<file path="src/rtl/mem_access_ctrl.sv">
// mem_access_ctrl: MIPS MEM-stage load/store front-end with sub-word RMW onto word-addressed datamemory
module mem_access_ctrl #(
  parameter int ADDR_W = 10
) (
  input  logic              clk,
  input  logic              rst_n,
  input  logic              req_valid,
  output logic              req_ready,
  input  logic              req_we,
  input  logic [1:0]        req_size,
  input  logic              req_signed,
  input  logic [31:0]       req_addr,
  input  logic [31:0]       req_wdata,
  output logic              resp_valid,
  output logic [31:0]       resp_rdata,
  output logic              resp_err,
  output logic [ADDR_W-1:0] mem_address,
  output logic [31:0]       mem_data_in,
  output logic              mem_we,
  input  logic [31:0]       mem_data_out
);
  localparam logic [2:0] IDLE  = 3'd0;
  localparam logic [2:0] READ  = 3'd1;
  localparam logic [2:0] RWAIT = 3'd2;
  localparam logic [2:0] WRITE = 3'd3;
  localparam logic [2:0] RESP  = 3'd4;
  logic [2:0]  state;
  logic        r_we;
  logic        r_sgn;
  logic [1:0]  r_size;
  logic [1:0]  r_lane;
  logic [31:0] r_wdata;
  logic        err;
  logic [4:0]  sh;
  logic [15:0] lane_data;
  logic [31:0] mask;
  logic [31:0] load_val;
  logic [31:0] merged;
  assign req_ready = state == IDLE;
  always_comb begin
    err = req_size == 2'b11 || (req_size == 2'b01 && req_addr[0]) ||
          (req_size == 2'b10 && req_addr[1:0] != 2'b00) || |req_addr[31:ADDR_W+2];
    sh = {r_lane, 3'b000};
    lane_data = 16'(mem_data_out >> sh);
    mask = (r_size == 2'b00 ? 32'h0000_00ff : 32'h0000_ffff) << sh;
    load_val = r_size == 2'b00 ? {{24{r_sgn & lane_data[7]}}, lane_data[7:0]} :
               r_size == 2'b01 ? {{16{r_sgn & lane_data[15]}}, lane_data} : mem_data_out;
    merged = (mem_data_out & ~mask) | ((r_wdata << sh) & mask);
  end
  always_ff @(posedge clk) begin
    if (!rst_n) begin
      state       <= IDLE;
      resp_valid  <= 1'b0;
      resp_err    <= 1'b0;
      resp_rdata  <= '0;
      mem_we      <= 1'b0;
      mem_address <= '0;
      mem_data_in <= '0;
      r_we        <= 1'b0;
      r_sgn       <= 1'b0;
      r_size      <= '0;
      r_lane      <= '0;
      r_wdata     <= '0;
    end else begin
      case (state)
        IDLE: if (req_valid) begin
          r_we    <= req_we;
          r_sgn   <= req_signed;
          r_size  <= req_size;
          r_lane  <= req_addr[1:0];
          r_wdata <= req_wdata;
          if (err) begin
            state      <= RESP;
            resp_valid <= 1'b1;
            resp_err   <= 1'b1;
            resp_rdata <= '0;
          end else begin
            mem_address <= req_addr[ADDR_W+1:2];
            if (req_we && req_size == 2'b10) begin
              state       <= WRITE;
              mem_we      <= 1'b1;
              mem_data_in <= req_wdata;
            end else begin
              state <= READ;
            end
          end
        end
        READ: state <= RWAIT;
        RWAIT: if (r_we) begin
          state       <= WRITE;
          mem_we      <= 1'b1;
          mem_data_in <= merged;
        end else begin
          state      <= RESP;
          resp_valid <= 1'b1;
          resp_rdata <= load_val;
        end
        WRITE: begin
          state      <= RESP;
          mem_we     <= 1'b0;
          resp_valid <= 1'b1;
          resp_rdata <= '0;
        end
        RESP: begin
          state      <= IDLE;
          resp_valid <= 1'b0;
          resp_err   <= 1'b0;
          resp_rdata <= '0;
        end
        default: state <= IDLE;
      endcase
    end
  end
endmodule
</file>
<file path="config.mk">
export PLATFORM = sky130hd
export DESIGN_NAME = mem_access_ctrl
export DESIGN_NICKNAME = d
export VERILOG_FILES = /design/src/rtl/mem_access_ctrl.sv
export SDC_FILE = /design/constraint.sdc
export NUM_CORES = 1
export LEC_CHECK = 0
export BUFFER_PORTS_ARGS = -buffer_cell sky130_fd_sc_hd__buf_2
export CORE_ASPECT_RATIO = 1.75
export CORE_UTILIZATION = 45
export DETAILED_ROUTE_END_ITERATION = 12
export PLACE_DENSITY = 0.83
export SYNTH_ARGS = -nofsm -noshare
export SYNTH_HDL_FRONTEND = slang
export SYNTH_SLANG_ARGS = --single-unit
</file>
<file path="constraint.sdc">
create_clock -name clk -period 4 [get_ports clk]
set_clock_uncertainty 0.2 [all_clocks]
set_input_delay 0.8 -clock clk [delete_from_list [all_inputs] [get_ports clk]]
set_output_delay 0.8 -clock clk [all_outputs]
set_load 0.005 [all_outputs]
</file>
==> results by group <==
Power and ir drop
  • Worst IR drop on VDD: between 0.2 and 0.25 mV
  • Power Density: around 340 nW/um^2
  • Lkg Pwr: 3.09 nW

Worst hold path
  • Hold path depth: 2
  • Hold crit path type: register to register
  • Worst Hold End: mem_data_in[0]
  • Hold_sp: mem_data_in[0]

Worst setup path
  • Type of the worst setup path: register to register
  • WP buf/inv: 0
  • CP required: around 4.1 ns
  • Startpoint type of the worst setup path: register
  • Setup slack, reg-to-reg: about 0.95 ns
  • Critical Path Most Common Cell: nand2b_1
  • Crit path cell chain: nand2b_1 > o211ai_1 > nand2b_1 > o2111ai_1 > o21ai_0
  • Register-to-Register Path Depth: 5
  • Worst reg2reg path endpoint: mem_data_in[20]
  • Crit path max-delay family: compound AO/OA/AOI/OAI gates
  • CP max stage cell: dfxtp_1
  • CP peak stage delay: between 0.9 and 1 ns
  • CP arrival: ~3.1 ns
  • Critical R2R Launch: r_lane[0]
  • Worst-path fanout max: 24
  • Crit. End Element: register

Global route
  • Vias in the first global route: ~5100
  • Initial antenna violation count: 0
  • Global-route usage over all layers: 27.8%
  • Largest net degree at the start of global routing: 90
  • First-pass GRT wire length: between 20000 and 30000 um
  • Grt ovf: 0

Cells and area
  • Syn-to-layout area delta: 22.0%
  • Share of cells above drive strength 1: between 30 and 40%
  • Antenna cells: 0
  • Final #Nets: about 870
  • FILL cells: between 1000 and 1500

Detailed routing
  • DR vias: between 5000 and 6000
  • Final antenna-violating net count: 0
  • Pre-antenna DRT Iters: 5
  • Final wirelength: roughly 17000 um
  • DR DRC count: 0
  • Vias per Instance: between 6 and 7
  • Per-cell routed wire length: approximately 19 um
  • Detailed Route Iter0 Violations: 559

Floorplanning
  • IO Pins: roughly 180
  • Starting Density: roughly 47%
  • Site Rows: 52
  • Core Box Area: 11600 sq um
  • Die height: 147 um
  • Die Span X: around 85 um
  • Die area: 12500 sq um

CTS
  • TritonCTS clock tree: done
  • Post-CTS Resized: 0
  • Clock Tree Buf Depth: 2
  • Root Driver: clkbuf_16
  • Clock Latency Late Sink: 0.36 ns
  • Reg clk slew, reported paths: around 0.07 ns
  • H-tree levels: 3
  • Clock sink count: 102
  • Setup bufs post-CTS: 0
  • # hold bufs at CTS: 0
  • CTS buffer count: 9

Logic synthesis
  • Post-Synth Simple-Gate Area: between 10% and 20%
  • Main combinational cell family by area after synthesis: compound AO/OA/AOI/OAI gates
  • Post-synth top flop: dfxtp_1
  • Synthesis-stage register bit count: ~100
  • Synth Area in Adders: 0%
  • Post-synthesis sequential area ratio: between 30% and 40%
  • FFs w/ async S/R, synth: 0%
  • Distinct cell type count after synthesis: 53
  • Avg Cell Area, Syn: 8.67 sq um
  • Cells after synthesis: about 630
  • Syn_nets: 730
  • Xor/xnor share of the synthesized area: 0%
  • Post-synth EDFFs: 0
  • Compound-Gate Fraction of Synth Area: 30.1%
  • Mapped cell area: 5440 sq um
  • Mux cell area share after synthesis: 6.86%
  • Ys Warns: 0

Run status
  • Run status: complete, no violations

Timing
  • # setup viols final: 0
  • Fmax: between 300 and 400 MHz
  • Slew Viols, Final: 0
  • Worst slew pin tran: about 1 ns
  • Final worst setup slack: 0.955 ns
  • Setup TNS: 0 ns
  • Final hold vios: 0
  • Unrepaired setup endpoints after global routing: no
  • Post-layout min period: 3.05 ns
  • Final critical-path share of the clock period: between 70% and 80%
  • Slew HR: 31.0%

Placement
  • Port-buffer cells: between 150 and 200
  • Setup WS pre-CTS: 0.819 ns
  • GPL Wtd Cong: 0.952
  • DP Wirelength: approximately 13000 um

Flow run
  • Max-cap violations: 0
cells in the final DEF, fill, tap and decap left out, types with 7 or more instances in the layout:
master     instances
buf_2            180
dfxtp_1          102
nand2_1           95
nor2_1            38
mux2i_1           35
o21ai_1           32
a21boi_0          23
o211ai_1          22
o211a_1           21
nor2b_1           16
a221o_1           16
a221oi_1          16
buf_4             16
a21oi_1           12
o21ai_0           12
nand3_1           10
clkbuf_16          9
inv_1              7
o2bb2ai_1          7
and3_1             7
o41ai_1            7
a31oi_1            7
or3b_2             7
o311ai_0           7
a2bb2oi_1          7
cell usage after synthesis (5+ instances only):
library cell | n | area [sq um]
clkbuf_1 | 38 | 143
a21oi_1 | 12 | 60.1
nor2b_1 | 16 | 100
o211ai_1 | 22 | 165
a2bb2oi_1 | 7 | 61.3
mux2i_1 | 35 | 350
inv_1 | 7 | 26.3
o311ai_0 | 7 | 61.3
a31oi_1 | 7 | 43.8
o211a_1 | 21 | 210
a22oi_1 | 6 | 45.0
a21boi_0 | 23 | 173
a221o_1 | 16 | 160
nor3_1 | 7 | 35.0
nand2b_1 | 5 | 31.3
buf_2 | 18 | 90.1
or3b_2 | 7 | 61.3
nor4_2 | 5 | 62.6
and3_1 | 7 | 43.8
nor2_1 | 39 | 146
nand3_1 | 10 | 50.1
o21ai_1 | 32 | 160
o41ai_1 | 7 | 61.3
o21ai_0 | 12 | 60.1
nand2_1 | 95 | 357
o2bb2ai_1 | 7 | 61.3
a221oi_1 | 16 | 140
buf_6 | 7 | 78.8
dfxtp_1 | 102 | 2040
power breakdown:
part / leakage, nW / internal, mW / switching (mW)
sequential: 0.826 / 1.03 / 0.0249
combinational: 2.11 / 0.111 / 0.163
clock: 0.156 / 0.550 / 0.404
worst max-delay path by stage:
stage,startpoint,endpoint,slack (ns),cells after the start
after floorplan,req_addr[12],mem_data_in[15],1.51,6
after global placement,req_addr[13],resp_rdata[19],0.90,7
after detailed placement,req_addr[25],resp_rdata[27],0.82,7
after CTS,r_lane[0],mem_data_in[20],1.06,5
after global routing,r_lane[0],mem_data_in[20],0.75,5
final,r_lane[0],mem_data_in[20],0.95,5
routing by layer:
metal	track usage (%)	vias up	part of all wire, %
li1	-	2601	-
met1	32.9	2574	37
met2	46.1	320	49
met3	4.41	73	7.6
met4	18.3	0	6.4
met5	0	-	0
kinds of logic after synthesis:
family | Yosys count
AO/OA/AOI/OAI | 210
buffers and inverters | 73
flip-flops | 102
multiplexers | 36
AND/OR/NAND/NOR | 206
final cells by class:
| class | instances | area (sq um) | area share, % |
|---|---|---|---|
| Clock buffer | 9 | 225 | 3.39 |
| Clock inverter | 7 | 98.8 | 1.49 |
| Inverter | 7 | 26.3 | 0.396 |
| Multi-Input combinational cell | 452 | 3050 | 46.0 |
| Sequential cell | 102 | 2040 | 30.8 |
| Tap cell | 135 | 169 | 2.55 |
| Timing Repair Buffer | 196 | 1020 | 15.4 |
tightest hold or removal path, delay by kind of cell (launching register included):
kind,cells,cell delay (ns)
flops,1,0.31
compound gates,1,0.05
simple gates,1,0.05
flip-flops by register name, indices dropped and copies added, names as in the netlist:
name and count:
r_lane 2, resp_err 1, mem_we 1, mem_data_in 32, r_wdata 16, r_size 2
r_we 1, mem_address 10, state 3, resp_valid 1, resp_rdata 32, r_sgn 1
through the flow:
stage                     hold WS (ns)  util [%]  power (mW)  instances  instance area, sq um
after floorplan                  0.240         -        1.23        627                  5440
after global placement           0.236      54.2        1.34        892                  6310
after detailed placement         0.240      54.2        1.34        892                  6310
after CTS                        0.250      57.0        2.28        908                  6640
after global routing             0.267      57.0        2.35        908                  6640
final                            0.246      57.0        2.28        908                  6640
Power figures use the tool's default switching activity.
